[config.mk]
export PLATFORM = sky130hd
export DESIGN_NAME = mul_unit
export DESIGN_NICKNAME = d
export VERILOG_FILES = /design/src/rtl/mul_unit.sv
export SDC_FILE = /design/constraint.sdc
export NUM_CORES = 1
export LEC_CHECK = 0
export CORE_MARGIN = 5
export CORE_UTILIZATION = 55
export CTS_CLUSTER_DIAMETER = 150
export DETAILED_ROUTE_END_ITERATION = 10
export PLACE_DENSITY = 0.79
export SKIP_CTS_REPAIR_TIMING = 1
export SLEW_MARGIN = 20
export SYNTH_ARGS = -nofsm -noshare
export SYNTH_HDL_FRONTEND = slang
export SYNTH_SLANG_ARGS = --single-unit
[constraint.sdc]
create_clock -name clk -period 5.47 [get_ports clk]
set_input_delay 1.094 -clock clk [delete_from_list [all_inputs] [get_ports clk]]
set_output_delay 1.094 -clock clk [all_outputs]
set_load 0.05 [all_outputs]
[src/rtl/mul_unit.sv]
// mul_unit: iterative shift-and-add 32x32 multiplier for the execute stage.
// Signed operands are reduced to magnitudes up front and the 64-bit result is
// negated once on the last iteration, so the datapath is purely unsigned.
// The product is written back through the register file's single write port
// in one (short) or two (long) registered writeback cycles.

module mul_unit #(
    parameter int DATA_SIZE  = 32,
    parameter int REGS_COUNT = 16,
    parameter int ADDR_SIZE  = $clog2(REGS_COUNT)
) (
    input  logic                 clk,
    input  logic                 rst,
    input  logic                 start,
    input  logic                 signed_en,
    input  logic                 long_en,
    input  logic [DATA_SIZE-1:0] op_a,
    input  logic [DATA_SIZE-1:0] op_b,
    input  logic [ADDR_SIZE-1:0] dest_lo,
    input  logic [ADDR_SIZE-1:0] dest_hi,
    output logic                 busy,
    output logic                 done,
    output logic                 write_en,
    output logic [ADDR_SIZE-1:0] write_reg,
    output logic [DATA_SIZE-1:0] write_data
);

    localparam int CNT_W = $clog2(DATA_SIZE);
    localparam logic [CNT_W-1:0]     LAST_ITER = CNT_W'(DATA_SIZE - 1);
    localparam logic [ADDR_SIZE-1:0] PC_REG    = ADDR_SIZE'(REGS_COUNT - 1);

    typedef enum logic [1:0] {
        IDLE,
        CALC,
        WB_LO,
        WB_HI
    } state_t;

    state_t                 state_q;
    logic [2*DATA_SIZE-1:0] mcand_q;
    logic [DATA_SIZE-1:0]   mplier_q;
    logic [2*DATA_SIZE-1:0] acc_q;
    logic [CNT_W-1:0]       count_q;
    logic                   negate_q;
    logic                   long_q;
    logic [ADDR_SIZE-1:0]   destLo_q;
    logic [ADDR_SIZE-1:0]   destHi_q;
    logic                   busy_q;
    logic                   done_q;
    logic                   writeEn_q;
    logic [ADDR_SIZE-1:0]   writeReg_q;
    logic [DATA_SIZE-1:0]   writeData_q;

    logic [DATA_SIZE-1:0]   magA_d;
    logic [DATA_SIZE-1:0]   magB_d;
    logic                   negate_d;
    logic [2*DATA_SIZE-1:0] accSum_d;
    logic [2*DATA_SIZE-1:0] accFinal_d;

    // Operand magnitudes at capture, one shift-add step, and the sign-corrected final sum
    always_comb begin
        magA_d     = (signed_en && op_a[DATA_SIZE-1]) ? -op_a : op_a;
        magB_d     = (signed_en && op_b[DATA_SIZE-1]) ? -op_b : op_b;
        negate_d   = signed_en & (op_a[DATA_SIZE-1] ^ op_b[DATA_SIZE-1]);
        accSum_d   = acc_q + (mplier_q[0] ? mcand_q : '0);
        accFinal_d = negate_q ? -accSum_d : accSum_d;
    end

    // Control FSM with registered writeback outputs; reset abandons any operation
    always_ff @(posedge clk) begin
        if (rst) begin
            state_q     <= IDLE;
            mcand_q     <= '0;
            mplier_q    <= '0;
            acc_q       <= '0;
            count_q     <= '0;
            negate_q    <= 1'b0;
            long_q      <= 1'b0;
            destLo_q    <= '0;
            destHi_q    <= '0;
            busy_q      <= 1'b0;
            done_q      <= 1'b0;
            writeEn_q   <= 1'b0;
            writeReg_q  <= '0;
            writeData_q <= '0;
        end else begin
            case (state_q)
                IDLE: begin
                    done_q      <= 1'b0;
                    writeEn_q   <= 1'b0;
                    writeReg_q  <= '0;
                    writeData_q <= '0;
                    if (start) begin
                        mcand_q  <= {{DATA_SIZE{1'b0}}, magA_d};
                        mplier_q <= magB_d;
                        negate_q <= negate_d;
                        long_q   <= long_en;
                        destLo_q <= dest_lo;
                        destHi_q <= dest_hi;
                        acc_q    <= '0;
                        count_q  <= '0;
                        busy_q   <= 1'b1;
                        state_q  <= CALC;
                    end
                end
                CALC: begin
                    mcand_q  <= mcand_q << 1;
                    mplier_q <= mplier_q >> 1;
                    count_q  <= count_q + 1'b1;
                    if (count_q == LAST_ITER) begin
                        acc_q       <= accFinal_d;
                        state_q     <= WB_LO;
                        writeEn_q   <= (destLo_q != PC_REG);
                        writeReg_q  <= destLo_q;
                        writeData_q <= accFinal_d[DATA_SIZE-1:0];
                        done_q      <= ~long_q;
                    end else begin
                        acc_q <= accSum_d;
                    end
                end
                WB_LO: begin
                    if (long_q) begin
                        state_q     <= WB_HI;
                        writeEn_q   <= (destHi_q != PC_REG);
                        writeReg_q  <= destHi_q;
                        writeData_q <= acc_q[2*DATA_SIZE-1:DATA_SIZE];
                        done_q      <= 1'b1;
                    end else begin
                        state_q     <= IDLE;
                        busy_q      <= 1'b0;
                        done_q      <= 1'b0;
                        writeEn_q   <= 1'b0;
                        writeReg_q  <= '0;
                        writeData_q <= '0;
                    end
                end
                WB_HI: begin
                    state_q     <= IDLE;
                    busy_q      <= 1'b0;
                    done_q      <= 1'b0;
                    writeEn_q   <= 1'b0;
                    writeReg_q  <= '0;
                    writeData_q <= '0;
                end
                default: begin
                    state_q <= IDLE;
                    busy_q  <= 1'b0;
                end
            endcase
        end
    end

    assign busy       = busy_q;
    assign done       = done_q;
    assign write_en   = writeEn_q;
    assign write_reg  = writeReg_q;
    assign write_data = writeData_q;

endmodule

# After elaboration in Yosys (flattened, before gate mapping)
# Cells that the tools add are included.
# W data, S select, Z words.
dict set report word_totals {
  out_inout_bits 39
  wordCells 73
  register_bits 216
}
dict set report classes {
  bitwise_logic 3
  n_addsub 5
  muxes 32
  n_reduce_logical 10
  n_eq_ne 9
}
# op count
set op_table {}
lappend op_table {{$mux W64} 5}
lappend op_table {{$pmux W64 S2} 2}
lappend op_table {{$mux W32} 5}
lappend op_table {{$pmux W32 S3} 1}
lappend op_table {{$add A64 B64 Y64} 1}
lappend op_table {{$neg A32 Y32} 2}
lappend op_table {{$neg A64 Y64} 1}
lappend op_table {{$pmux W32 S2} 1}
lappend op_table {{$pmux W4 S3} 1}
lappend op_table {{$pmux W5 S2} 1}
lappend op_table {{$pmux W1 S3} 3}
lappend op_table {{$mux W4} 2}
lappend op_table {{$ne A4 B4 Y1 const B} 2}
lappend op_table {{$pmux W2 S4} 1}
lappend op_table {{$mux W1} 6}
lappend op_table {{$mux W2} 3}
lappend op_table {{$ne A2 B2 Y1 const B} 3}
lappend op_table {{$reduce_and A2 Y1} 3}
lappend op_table {{$add A5 B1 Y5 const B} 1}
lappend op_table {{$eq A5 B5 Y1 const B} 1}
lappend op_table {{$mux W5} 1}
lappend op_table {{$eq A2 B2 Y1 const B} 2}
lappend op_table {{$reduce_and A3 Y1} 1}
lappend op_table {{$reduce_bool A3 Y1} 1}
lappend op_table {{8 further kinds} 9}

# Longest topological paths before layout
dict set report depth {
  depth_word 6
  mapped_depth 19
  mapped_depth_nobuf 16
}

# Least setup slack after synthesis
# OpenSTA, ideal clock, no wires.
dict set report synth_path {
  kind {flip-flop to flip-flop}
  startpoint {register mplier_q[0]}
  endpoint {register acc_q[59]}
  synth_period_minus_slack_ns 4.703
  n_path_buf 3
  setup_slack_ns 0.767
  arrival_ns 4.581
  stages_incl_launch_ff 19
  required_time_ns 5.348
  path_cell_list {dfxtp_1 -> clkbuf_1 -> clkbuf_1 -> and2_1 -> ha_1 -> fa_1 -> a2111oi_2 -> o31a_2 -> a2111oi_4 -> a221o_2 -> or3_1 -> a32oi_1 -> nand4_1 -> or3_4 -> nor4_4 -> buf_4 -> nand4_1 -> mux2i_1 -> a221o_1}
}
dict set report synth_between {
  elab_chain_cells 6
}
# item line
set synth_lines {}
lappend synth_lines {{from (decl)} 41} ;# logic [DATA_SIZE-1:0] mplier_q;
lappend synth_lines {{from (signal assigned)} 95} ;# mplier_q <= magB_d;
lappend synth_lines {{from (signal assigned)} 108} ;# mplier_q <= mplier_q >> 1;
lappend synth_lines {{$mux W64 *} 65} ;# accSum_d = acc_q + (mplier_q[0] ? mcand_q : '0);
lappend synth_lines {{$add A64 B64 Y64 *} 65}
lappend synth_lines {{$neg A64 Y64} 66} ;# accFinal_d = negate_q ? -accSum_d : accSum_d;
lappend synth_lines {{$mux W64} 66}
lappend synth_lines {{$mux W64 *} 110} ;# if (count_q == LAST_ITER) begin
lappend synth_lines {{$pmux W64 S2 *} 87} ;# case (state_q)
lappend synth_lines {{to (signal assigned)} 111} ;# acc_q <= accFinal_d;
lappend synth_lines {{to (signal assigned)} 118} ;# acc_q <= accSum_d;
lappend synth_lines {{to (decl)} 42} ;# logic [2*DATA_SIZE-1:0] acc_q;
# Mark *: on every way between the ends. The rest lies on a longest branch, timed or not.
# A chain may end at the register's enable or synchronous reset.

# Final worst setup path
dict set report layout_path {
  startpoint {register mplier_q[0]}
  endpoint {register acc_q[63]}
}
# Same word-level chain as after synthesis.

==> flow_metrics.env <==
export IMPL_cp_max_fo=19
export IMPL_portBuffers=115
export IMPL_track_usage_pct=32.2
export IMPL_crit_arrival_ps=5620
export IMPL_clk_latency_ps=530
export IMPL_routed_via_count=16722
export IMPL_routed_wl_mm=54.8
export IMPL_antenna_found_initial=0
export IMPL_ys_flop_type="dfxtp_1"
export IMPL_syn_inst=2192
export IMPL_die_w_um=180
export IMPL_r2r_slack_ps=260
export IMPL_cts_buffers=25
export IMPL_drive_above_1_share_pct=5.44
export IMPL_path_cells="buf_4, and2_1, ha_1, a21oi_1, o21ai_0, a21o_1, a211oi_1, o211ai_1, xnor2_1, nand2_1, or3_1, nor4_1, buf_4, nand3_2, o311a_1, or3_1"
export IMPL_wire_per_inst_um=20.9
export IMPL_setup_worst_path_class="flip-flop to flip-flop"
export IMPL_ir_drop_mv=0.174
export IMPL_cts_sinks=216
export IMPL_drt_pre_antenna_iters=6
export IMPL_grt_overflow=0
export IMPL_period_share_pct=95.3
export IMPL_synth_seq_cells=216
export IMPL_htreeDepth=1
export IMPL_slowest_stage="a211oi_1"
export IMPL_ys_seq_area_share_pct=27.2
export IMPL_hp_class="flip-flop to flip-flop"
export IMPL_reg_top3="acc_q (64), mcand_q (64)"
export IMPL_drv_slew=0
export IMPL_fmax_mhz=192
export IMPL_slew_headroom_pct=22.6
export IMPL_seqCellArea_mm2=0.00433
export IMPL_worstRegToRegCells=16
export IMPL_worstMarginPinSlew_ps=1160
export IMPL_r2r_end="acc_q[63]"
export IMPL_dieArea_mm2=0.0324
export IMPL_skew_ps=10.7
export IMPL_grt_max_degree=121
export IMPL_coreArea_mm2=0.0286
export IMPL_start_util_pct=55.5
export IMPL_synth_warnings=0
export IMPL_period_minus_slack_ps=5210
export IMPL_grt_pass1_wl_mm=86.1
export IMPL_final_cell_mix="nand2_1 (295), a21oi_1 (270), dfxtp_1 (215), nor2_1 (205), o21ai_0 (115)"
export IMPL_final_cells=2627
export IMPL_antenna_cells=0
export IMPL_synth_area_top_cells="dfxtp_1 (27%), a21oi_1 (8.5%), nand2_1 (7.0%), xnor2_1 (5.9%), ha_1 (5.4%)"
export IMPL_multiInputGateArea_mm2=0.0109
export IMPL_rr_startpoint="mplier_q[0]"
export IMPL_synth_net_count=2338
export IMPL_max_stage_delay_ps=520
export IMPL_layout_commonest_cell="nand2_1"
export IMPL_required_ps=5880
export IMPL_cts_buffer_depth=3
export IMPL_setup_viol=0
export IMPL_die_h_um=180
export IMPL_critPathLaunchType="flip-flop"
export IMPL_avgSynthCellArea_um2=7.24
export IMPL_hold_violations=0
export IMPL_totalNegativeSetupSlack_ps=0
export IMPL_final_net_count=2371
export IMPL_rsz0062_at_grt="false"
export IMPL_dp_hpwl_mm=41.5
export IMPL_area_growth_synth_to_final_pct=14.3
export IMPL_syn_area_mm2=0.0159
export IMPL_gp_congestion=1.03
export IMPL_synth_top_area_share_pct=27.2
export IMPL_synth_distinct_cells=87
export IMPL_synth_top_cell_by_area="dfxtp_1"
export IMPL_end_kind="flip-flop"
export IMPL_synth_edff_count=0
export IMPL_hold_path_depth=2
export IMPL_vias_per_cell=6.37
export IMPL_rows=62
export IMPL_power_leakage_nw=6.73
export IMPL_fill_cells=2601
export IMPL_grt_pass1_vias=15580
export IMPL_powerDensity_mw_per_mm2=228
export IMPL_status="completed"
export IMPL_min_delay_worst_endpoint="negate_q"
export IMPL_cts_tree="yes"
export IMPL_min_from="negate_q"
export IMPL_drc=0
export IMPL_num_io_pins=116
export IMPL_maxCapViolations=0
export IMPL_ant_nets=0
export IMPL_async_reset_ff_share_pct=0
export IMPL_cts_root_buf="clkbuf_16"
export IMPL_numPlacedInstances=2582
export IMPL_drt_iter0_markers=1546
export IMPL_path_clk_slew_ps=60
==> routing by layer <==
metal / global-route usage, % / routed length, um / part of all wire (%)
met5: 0 / 0 / 0
met4: 13.1 / 2700 / 4.9
met3: 4.43 / 4130 / 7.5
met2: 53.0 / 25000 / 45
met1: 42.7 / 23100 / 42
==> critical path, delay by kind of cell (launching register included) <==
family	cells	cell delay, ps
AOI/OAI and AO/OA	6	1900
and+or+nand+nor	6	1400
buffers and inverters	2	510
DFF	1	470
xor gates and xnor gates	1	450
adders and majority gates	1	350
==> cell usage after synthesis, types with 26 or more instances <==
master,instances
a21oi_1,270
nand2_1,297
nor2_1,208
o21ai_1,26
dfxtp_1,216
o21ai_0,116
and2_1,73
nand3_1,54
a22oi_1,61
xor2_1,61
inv_1,35
ha_1,68
a31oi_1,28
clkbuf_1,127
xnor2_1,107
nor3_1,51
a211oi_1,37
nand4_1,40
==> kinds of logic after synthesis <==
logic type	after synthesis	synth area share (%)
simple gates	837	24.8
compound gates	712	28.2
flops	216	27.2
buf+inv	180	4.38
xor+xnor	168	9.27
fa+ha+maj	69	5.49
mux	10	0.654
==> cell type report <==
cell class | instances | share of cell area [%]
timing repair buffer | 151 | 7.91
clock buffer | 33 | 3.78
tap | 384 | 2.65
clock inverter | 12 | 0.965
multi-input combinational | 1796 | 60.1
sequential | 216 | 23.8
inverter | 35 | 0.724
==> power breakdown <==
group	total, W	switching [W]	internal (W)
logic	0.000708	0.000463	0.000245
clock network	0.00175	0.000683	0.00107
registers	0.00168	0.0000473	0.00164
==> stage by stage <==
step           hold WS [ps]  power (W)  instance area (um^2)  worst slack (ps)  utilization (%)
5_1_grt                 478    0.00429                 18100              19.8             63.4
2_1_floorplan           432    0.00215                 15900               767                -
3_5_place_dp            451    0.00241                 17300               178             60.3
4_1_cts                 457    0.00416                 18100               193             63.3
6_report                460    0.00415                 18100               255             63.4
3_3_place_gp            439    0.00240                 17300               237             60.3
==> worst max path at each step <==
stage | from | end | slack, ps | cells after the start
floorplan | mplier_q[0] | acc_q[59] | 770 | 18
detailed placement | mplier_q[0] | acc_q[63] | 180 | 16
global route | mplier_q[0] | acc_q[63] | 20 | 16
finish | mplier_q[0] | acc_q[63] | 260 | 16
global placement | mplier_q[0] | acc_q[63] | 240 | 17
CTS | mplier_q[0] | acc_q[63] | 190 | 16
Power figures use the tool's default switching activity.
